==> config.mk <==
export PLATFORM = sky130hd
export DESIGN_NAME = eth_tx_arbiter
export DESIGN_NICKNAME = d
export VERILOG_FILES = /design/src/rtl/eth_tx_arb_pkg.sv /design/src/rtl/rr_arbiter.sv /design/src/rtl/eth_tx_arbiter.sv
export SDC_FILE = /design/constraint.sdc
export NUM_CORES = 1
export LEC_CHECK = 0
export BUFFER_PORTS_ARGS = -buffer_cell sky130_fd_sc_hd__buf_2
export CORE_ASPECT_RATIO = 1.25
export CORE_MARGIN = 4
export CORE_UTILIZATION = 43
export DETAILED_ROUTE_END_ITERATION = 12
export MAX_ROUTING_LAYER = met4
export PLACE_DENSITY_LB_ADDON = 0.2
export SLEW_MARGIN = 20
export SYNTH_ARGS = -nofsm -noshare
export SYNTH_HDL_FRONTEND = slang
export SYNTH_SLANG_ARGS = --single-unit
==> constraint.sdc <==
create_clock -name clk -period 4.8 [get_ports clk]
set_clock_uncertainty 0.1 [all_clocks]
set_input_delay 0.24 -clock clk [delete_from_list [all_inputs] [get_ports clk]]
set_output_delay 0.24 -clock clk [all_outputs]
set_load 0.02 [all_outputs]
==> src/rtl/eth_tx_arb_pkg.sv <==
// Shared types and constants for the Ethernet transmit arbiter.
package eth_tx_arb_pkg;

    typedef enum logic [1:0] {
        ST_IDLE     = 2'd0,
        ST_WAIT_ACK = 2'd1,
        ST_STREAM   = 2'd2,
        ST_GAP      = 2'd3
    } arb_state_t;

    localparam int unsigned BYTE_W      = 8;
    localparam int unsigned DEFAULT_IFG = 12;

endpackage

==> src/rtl/rr_arbiter.sv <==
// Combinational round-robin pick: first set request at or above the
// pointer, wrapping to index 0. Reusable by any shared-resource block.
module rr_arbiter #(
    parameter int unsigned N  = 2,
    parameter int unsigned PW = (N > 1) ? $clog2(N) : 1
) (
    input  logic [N-1:0]  i_req,
    input  logic [PW-1:0] i_ptr,
    output logic [N-1:0]  o_grant,
    output logic [PW-1:0] o_idx,
    output logic          o_valid
);

    logic [PW:0] w_cand;

    // Walk candidates ptr, ptr+1, ... modulo N and take the first requester.
    always_comb begin
        o_grant = '0;
        o_idx   = '0;
        o_valid = 1'b0;
        w_cand  = '0;
        for (int unsigned k = 0; k < N; k++) begin
            w_cand = {1'b0, i_ptr} + (PW+1)'(k);
            if (w_cand >= (PW+1)'(N)) begin
                w_cand = w_cand - (PW+1)'(N);
            end
            if (!o_valid && i_req[w_cand[PW-1:0]]) begin
                o_valid                  = 1'b1;
                o_idx                    = w_cand[PW-1:0];
                o_grant[w_cand[PW-1:0]] = 1'b1;
            end
        end
    end

endmodule

==> src/rtl/eth_tx_arbiter.sv <==
// Round-robin arbiter sharing the MAC transmit byte port between protocol
// reply senders. The grant is held for a whole frame and an inter-frame
// gap is enforced after each completed frame.
// Optional per-requester completed-frame counters: ETH_TX_ARB_STATS_EN.
module eth_tx_arbiter
    import eth_tx_arb_pkg::*;
#(
    parameter int unsigned N_REQ      = 2,
    parameter int unsigned IFG_CYCLES = DEFAULT_IFG,
    parameter int unsigned CNT_W      = 16
) (
    input  logic                    clk,
    input  logic                    rst_n,
    input  logic [N_REQ*BYTE_W-1:0] req_data_i,
    input  logic [N_REQ-1:0]        req_valid_i,
    output logic [N_REQ-1:0]        req_ack_o,
    output logic [BYTE_W-1:0]       mac_data_o,
    output logic                    mac_valid_o,
    input  logic                    mac_ack_i,
    output logic [N_REQ-1:0]        grant_o,
    output logic                    busy_o
`ifdef ETH_TX_ARB_STATS_EN
    ,
    output logic [N_REQ*CNT_W-1:0]  frm_cnt_o
`endif
);

    localparam int unsigned PW       = $clog2(N_REQ);
    localparam int unsigned GAP_W    = (IFG_CYCLES > 1) ? $clog2(IFG_CYCLES) : 1;
    localparam int unsigned GAP_LAST = (IFG_CYCLES > 0) ? IFG_CYCLES - 1 : 0;

    arb_state_t       r_state;
    logic [N_REQ-1:0] r_grant;
    logic [PW-1:0]    r_gidx;
    logic [PW-1:0]    r_ptr;
    logic [GAP_W-1:0] r_gap;

    logic [N_REQ-1:0] w_pick;
    logic [PW-1:0]    w_pick_idx;
    logic             w_pick_vld;
    logic             w_gvalid;
    logic             w_in_frame;
    logic             w_frame_done;
    logic [PW-1:0]    w_ptr_next;

    rr_arbiter #(
        .N  (N_REQ),
        .PW (PW)
    ) u_rr (
        .i_req   (req_valid_i),
        .i_ptr   (r_ptr),
        .o_grant (w_pick),
        .o_idx   (w_pick_idx),
        .o_valid (w_pick_vld)
    );

    assign w_gvalid     = |(req_valid_i & r_grant);
    assign w_in_frame   = (r_state == ST_WAIT_ACK) || (r_state == ST_STREAM);
    assign w_frame_done = (r_state == ST_STREAM) && !w_gvalid;
    assign w_ptr_next   = (r_gidx == PW'(N_REQ - 1)) ? '0 : r_gidx + PW'(1);

    // Zero-latency forwarding from the registered grant.
    always_comb begin
        mac_data_o = '0;
        for (int unsigned k = 0; k < N_REQ; k++) begin
            if (r_grant[k]) begin
                mac_data_o = mac_data_o | req_data_i[k*BYTE_W +: BYTE_W];
            end
        end
    end

    assign mac_valid_o = w_in_frame & w_gvalid;
    assign req_ack_o   = (r_state == ST_WAIT_ACK) ? (r_grant & {N_REQ{mac_ack_i}}) : '0;
    assign grant_o     = r_grant;
    assign busy_o      = (r_state != ST_IDLE);

    // Frame-level FSM: arbitrate, wait for first-byte ack, stream, gap.
    always_ff @(posedge clk or negedge rst_n) begin
        if (!rst_n) begin
            r_state <= ST_IDLE;
            r_grant <= '0;
            r_gidx  <= '0;
            r_ptr   <= '0;
            r_gap   <= '0;
        end else begin
            case (r_state)
                ST_IDLE: begin
                    if (w_pick_vld) begin
                        r_grant <= w_pick;
                        r_gidx  <= w_pick_idx;
                        r_state <= ST_WAIT_ACK;
                    end
                end
                ST_WAIT_ACK: begin
                    if (!w_gvalid) begin
                        r_grant <= '0;
                        r_ptr   <= w_ptr_next;
                        r_state <= ST_IDLE;
                    end else if (mac_ack_i) begin
                        r_state <= ST_STREAM;
                    end
                end
                ST_STREAM: begin
                    if (!w_gvalid) begin
                        r_grant <= '0;
                        r_ptr   <= w_ptr_next;
                        r_gap   <= '0;
                        r_state <= (IFG_CYCLES == 0) ? ST_IDLE : ST_GAP;
                    end
                end
                ST_GAP: begin
                    if (r_gap == GAP_W'(GAP_LAST)) begin
                        r_gap   <= '0;
                        r_state <= ST_IDLE;
                    end else begin
                        r_gap <= r_gap + GAP_W'(1);
                    end
                end
                default: r_state <= ST_IDLE;
            endcase
        end
    end

`ifdef ETH_TX_ARB_STATS_EN
    logic [CNT_W-1:0] r_frm_cnt [N_REQ];

    // Count completed frames only; aborts leave the counters alone.
    always_ff @(posedge clk or negedge rst_n) begin
        if (!rst_n) begin
            for (int unsigned k = 0; k < N_REQ; k++) begin
                r_frm_cnt[k] <= '0;
            end
        end else begin
            for (int unsigned k = 0; k < N_REQ; k++) begin
                if (w_frame_done && r_grant[k]) begin
                    r_frm_cnt[k] <= r_frm_cnt[k] + CNT_W'(1);
                end
            end
        end
    end

    // Pack counters onto the flat output bus.
    always_comb begin
        frm_cnt_o = '0;
        for (int unsigned k = 0; k < N_REQ; k++) begin
            frm_cnt_o[k*CNT_W +: CNT_W] = r_frm_cnt[k];
        end
    end
`endif

endmodule

==> results.cfg <==
[floorplanning]
die_h_um = 55.3
fp.dieW_um = 45.8
start_util_pct = 47.5
pin_count = 35
rows = 16
die_area_sq_um = 2530
core_area_sq_um = 1620

[timing]
tns_ns = 0
fin_crit_sh_pct = 40.8
layout_min_cycle_time_ns = 1.96
setup_violations = 0
relSlewSlack_pct = 71.4
fmax_mhz = 511
worst_pin_slew_ns = 0.429
finalHoldViolations = 0
rsz0062_at_grt = no
slew_violations = 0
holdWs_ns = 0.158

[synth]
ys_warn_count = 0
synth_edf_count = 0
synth_cell_types = 29
synthesis.nets = 104
avgSynthCellArea_sq_um = 9.99
synth_cells = 77
syn_area_sq_um = 769
yosysTopAreaCell = dfrtp_1
synth.area.top_cells = dfrtp_1 (33%), a22o_1 (10%), ha_1 (9.8%), a21oi_1 (3.9%), nand3_1 (3.9%)
synth_seq_cells = 10
synth_top_area_share_pct = 32.5
async_flop_share_pct = 100
ys_seq_area_share_pct = 32.5
synthFlopType = dfrtp_1

[min_path]
hp-class = in -> reg
hold-path-cell-count = 2

[power_and_ir_drop]
leakage_nw = 0.538
power.density_nw_per_um2 = 591
vdd_drop_max_mv = 0.305

[finish]
nNetsFinal = 141
n_fill_cell = 132
syn2layout_area_growth_pct = 29.6
final_cell_mix = buf_2 (34), dfrtp_1 (10), a22o_1 (9)
diodes = 0
final_common_cell = buf_2
layout-drive-gt1-share_pct = 39.8

[global_routing]
grt_pass1_wl_mm = 2.77
gr-total-overflow = 0
grt_max_degree = 14
grt_usage_pct = 14.5
antenna_found_initial = 0
grt_pass1_vias = 701

[setup_path]
required_ns = 4.46
worstPathCellList = inv_1 -> ha_1 -> and2b_2 -> buf_2
crit_path_start_kind = register
cpPeakStageDelay_ns = 0.44
critical_path_arrival_ns = 1.62
path_depth = 4
slowest_stage = ha_1
critical_path_class = reg -> out
worst_r2r_path_depth = 6
critical_path.top_delay_family = adder cells
path_buf_inv = 2
cp_max_fo = 10
cp-end-kind = primary output

[cts]
post-cts-setup-buffers = 0
cts_tree = built
cts_inserted_buffers = 3
htree_num_levels = 1
clk_path_buf_depth = 2
clock_latency_ns = 0.26
path_clk_slew_ns = 0.07
root_buffer = clkbuf_4
clock-sinks = 10

[drt]
routed_via_density = 5.65
first_iter_violations = 5
drc_errors = 0
routed_wl_mm = 1.72
drt_pass1_iterations = 4
routedWlPerCell_um = 13.1
detail-route-antenna-nets = 0
vias = 740

[job]
cap_violations = 0

[placement]
portBuffers = 34
hpwl_mm = 1.35
gp_congestion = 0.866

[status]
status = complete, no violations
## synth_stat cells (2+ instances only)
master      n
clkbuf_1    3
nand2_1     2
a22o_1      9
ha_1        6
inv_1       4
and3_1      3
dfrtp_1    10
a21oi_1     6
nand3_1     6
o2bb2ai_1   2
nor2_1      3
a31oi_1     3
nor2b_1     3
mux2i_1     2
## metrics by stage
step           power [mW]  util, %  instances  area (sq um)  setup WS, ns
2_1_floorplan       0.430        -         77           769          3.01
3_3_place_gp        0.513     58.6        126           951          3.04
3_5_place_dp        0.516     58.6        126           951          2.97
4_1_cts             0.596     61.5        131           997          2.83
5_1_grt             0.643     61.5        131           997          2.76
6_report            0.590     61.5        131           997          2.84
## sequential cells by signal, summed over array words and instances, names as in the netlist, named ones only
signal / cells
grant_o: 2
r_gap: 4
r_gidx: 1
r_ptr: 1
r_state: 1
## cell families (layout without fill, tap and decap cells)
logic type               Yosys count  after routing  synth area share, %
AO/OA/AOI/OAI                     28             28                 32.4
flip-flops                        10             10                 32.5
AND/OR/NAND/NOR                   23             23                 18.2
adder cells (fa/ha/maj)            6              6                 9.76
buffers and inverters              7             43                 3.41
XOR/XNOR                           1              1                 1.14
multiplexers                       2              2                 2.60
## where the power goes
group          switching, mW  internal (mW)  leakage (nW)
sequential            0.0445          0.119         0.127
clock                 0.0293         0.0460        0.0210
combinational          0.197          0.154         0.390
## layer usage
layer	global-route usage, %	vias to the layer above	wire length [um]
li1	-	367	-
met1	20.0	341	815
met2	21.0	30	787
met3	1.95	2	106
met4	6.10	0	9
met5	-	-	0
## cell type report
type / count / area [sq um] / share of cell area, %
inverters: 4 / 15.0 / 1.51
multi-input cells: 60 / 493 / 49.4
well taps: 18 / 22.5 / 2.26
flip-flops and latches: 10 / 250 / 25.1
repair buffers: 35 / 180 / 18.1
clock buffers: 4 / 36.3 / 3.64
## path summary, 6_finish.rpt
check                                from           to  slack (ns)
max                            r_state[0]  mac_valid_o        2.84
min                        req_valid_i[0]       r_gidx        0.16
min reg2reg                        r_gidx        r_ptr        0.37
max reg2reg                    r_state[0]     register        2.96
min in group asynchronous           rst_n       r_gidx        0.26
max in group asynchronous           rst_n   r_state[0]        4.14
## repair_timing
action / CTS / global route
endpoints found under the setup margin: 0 / 0
gates resized for setup: 0 / 0
hold buffers: 1 / 0
hold endpoints to repair: 10 / 0
## worst register-to-register path: stages, from the launching register on
cell	delay, ns
dfrtp_1	0.42
inv_1	0.18
ha_1	0.28
inv_1	0.07
or3_1	0.38
a41o_1	0.27
o41ai_2	0.05
(Power assumes the default switching activity.)
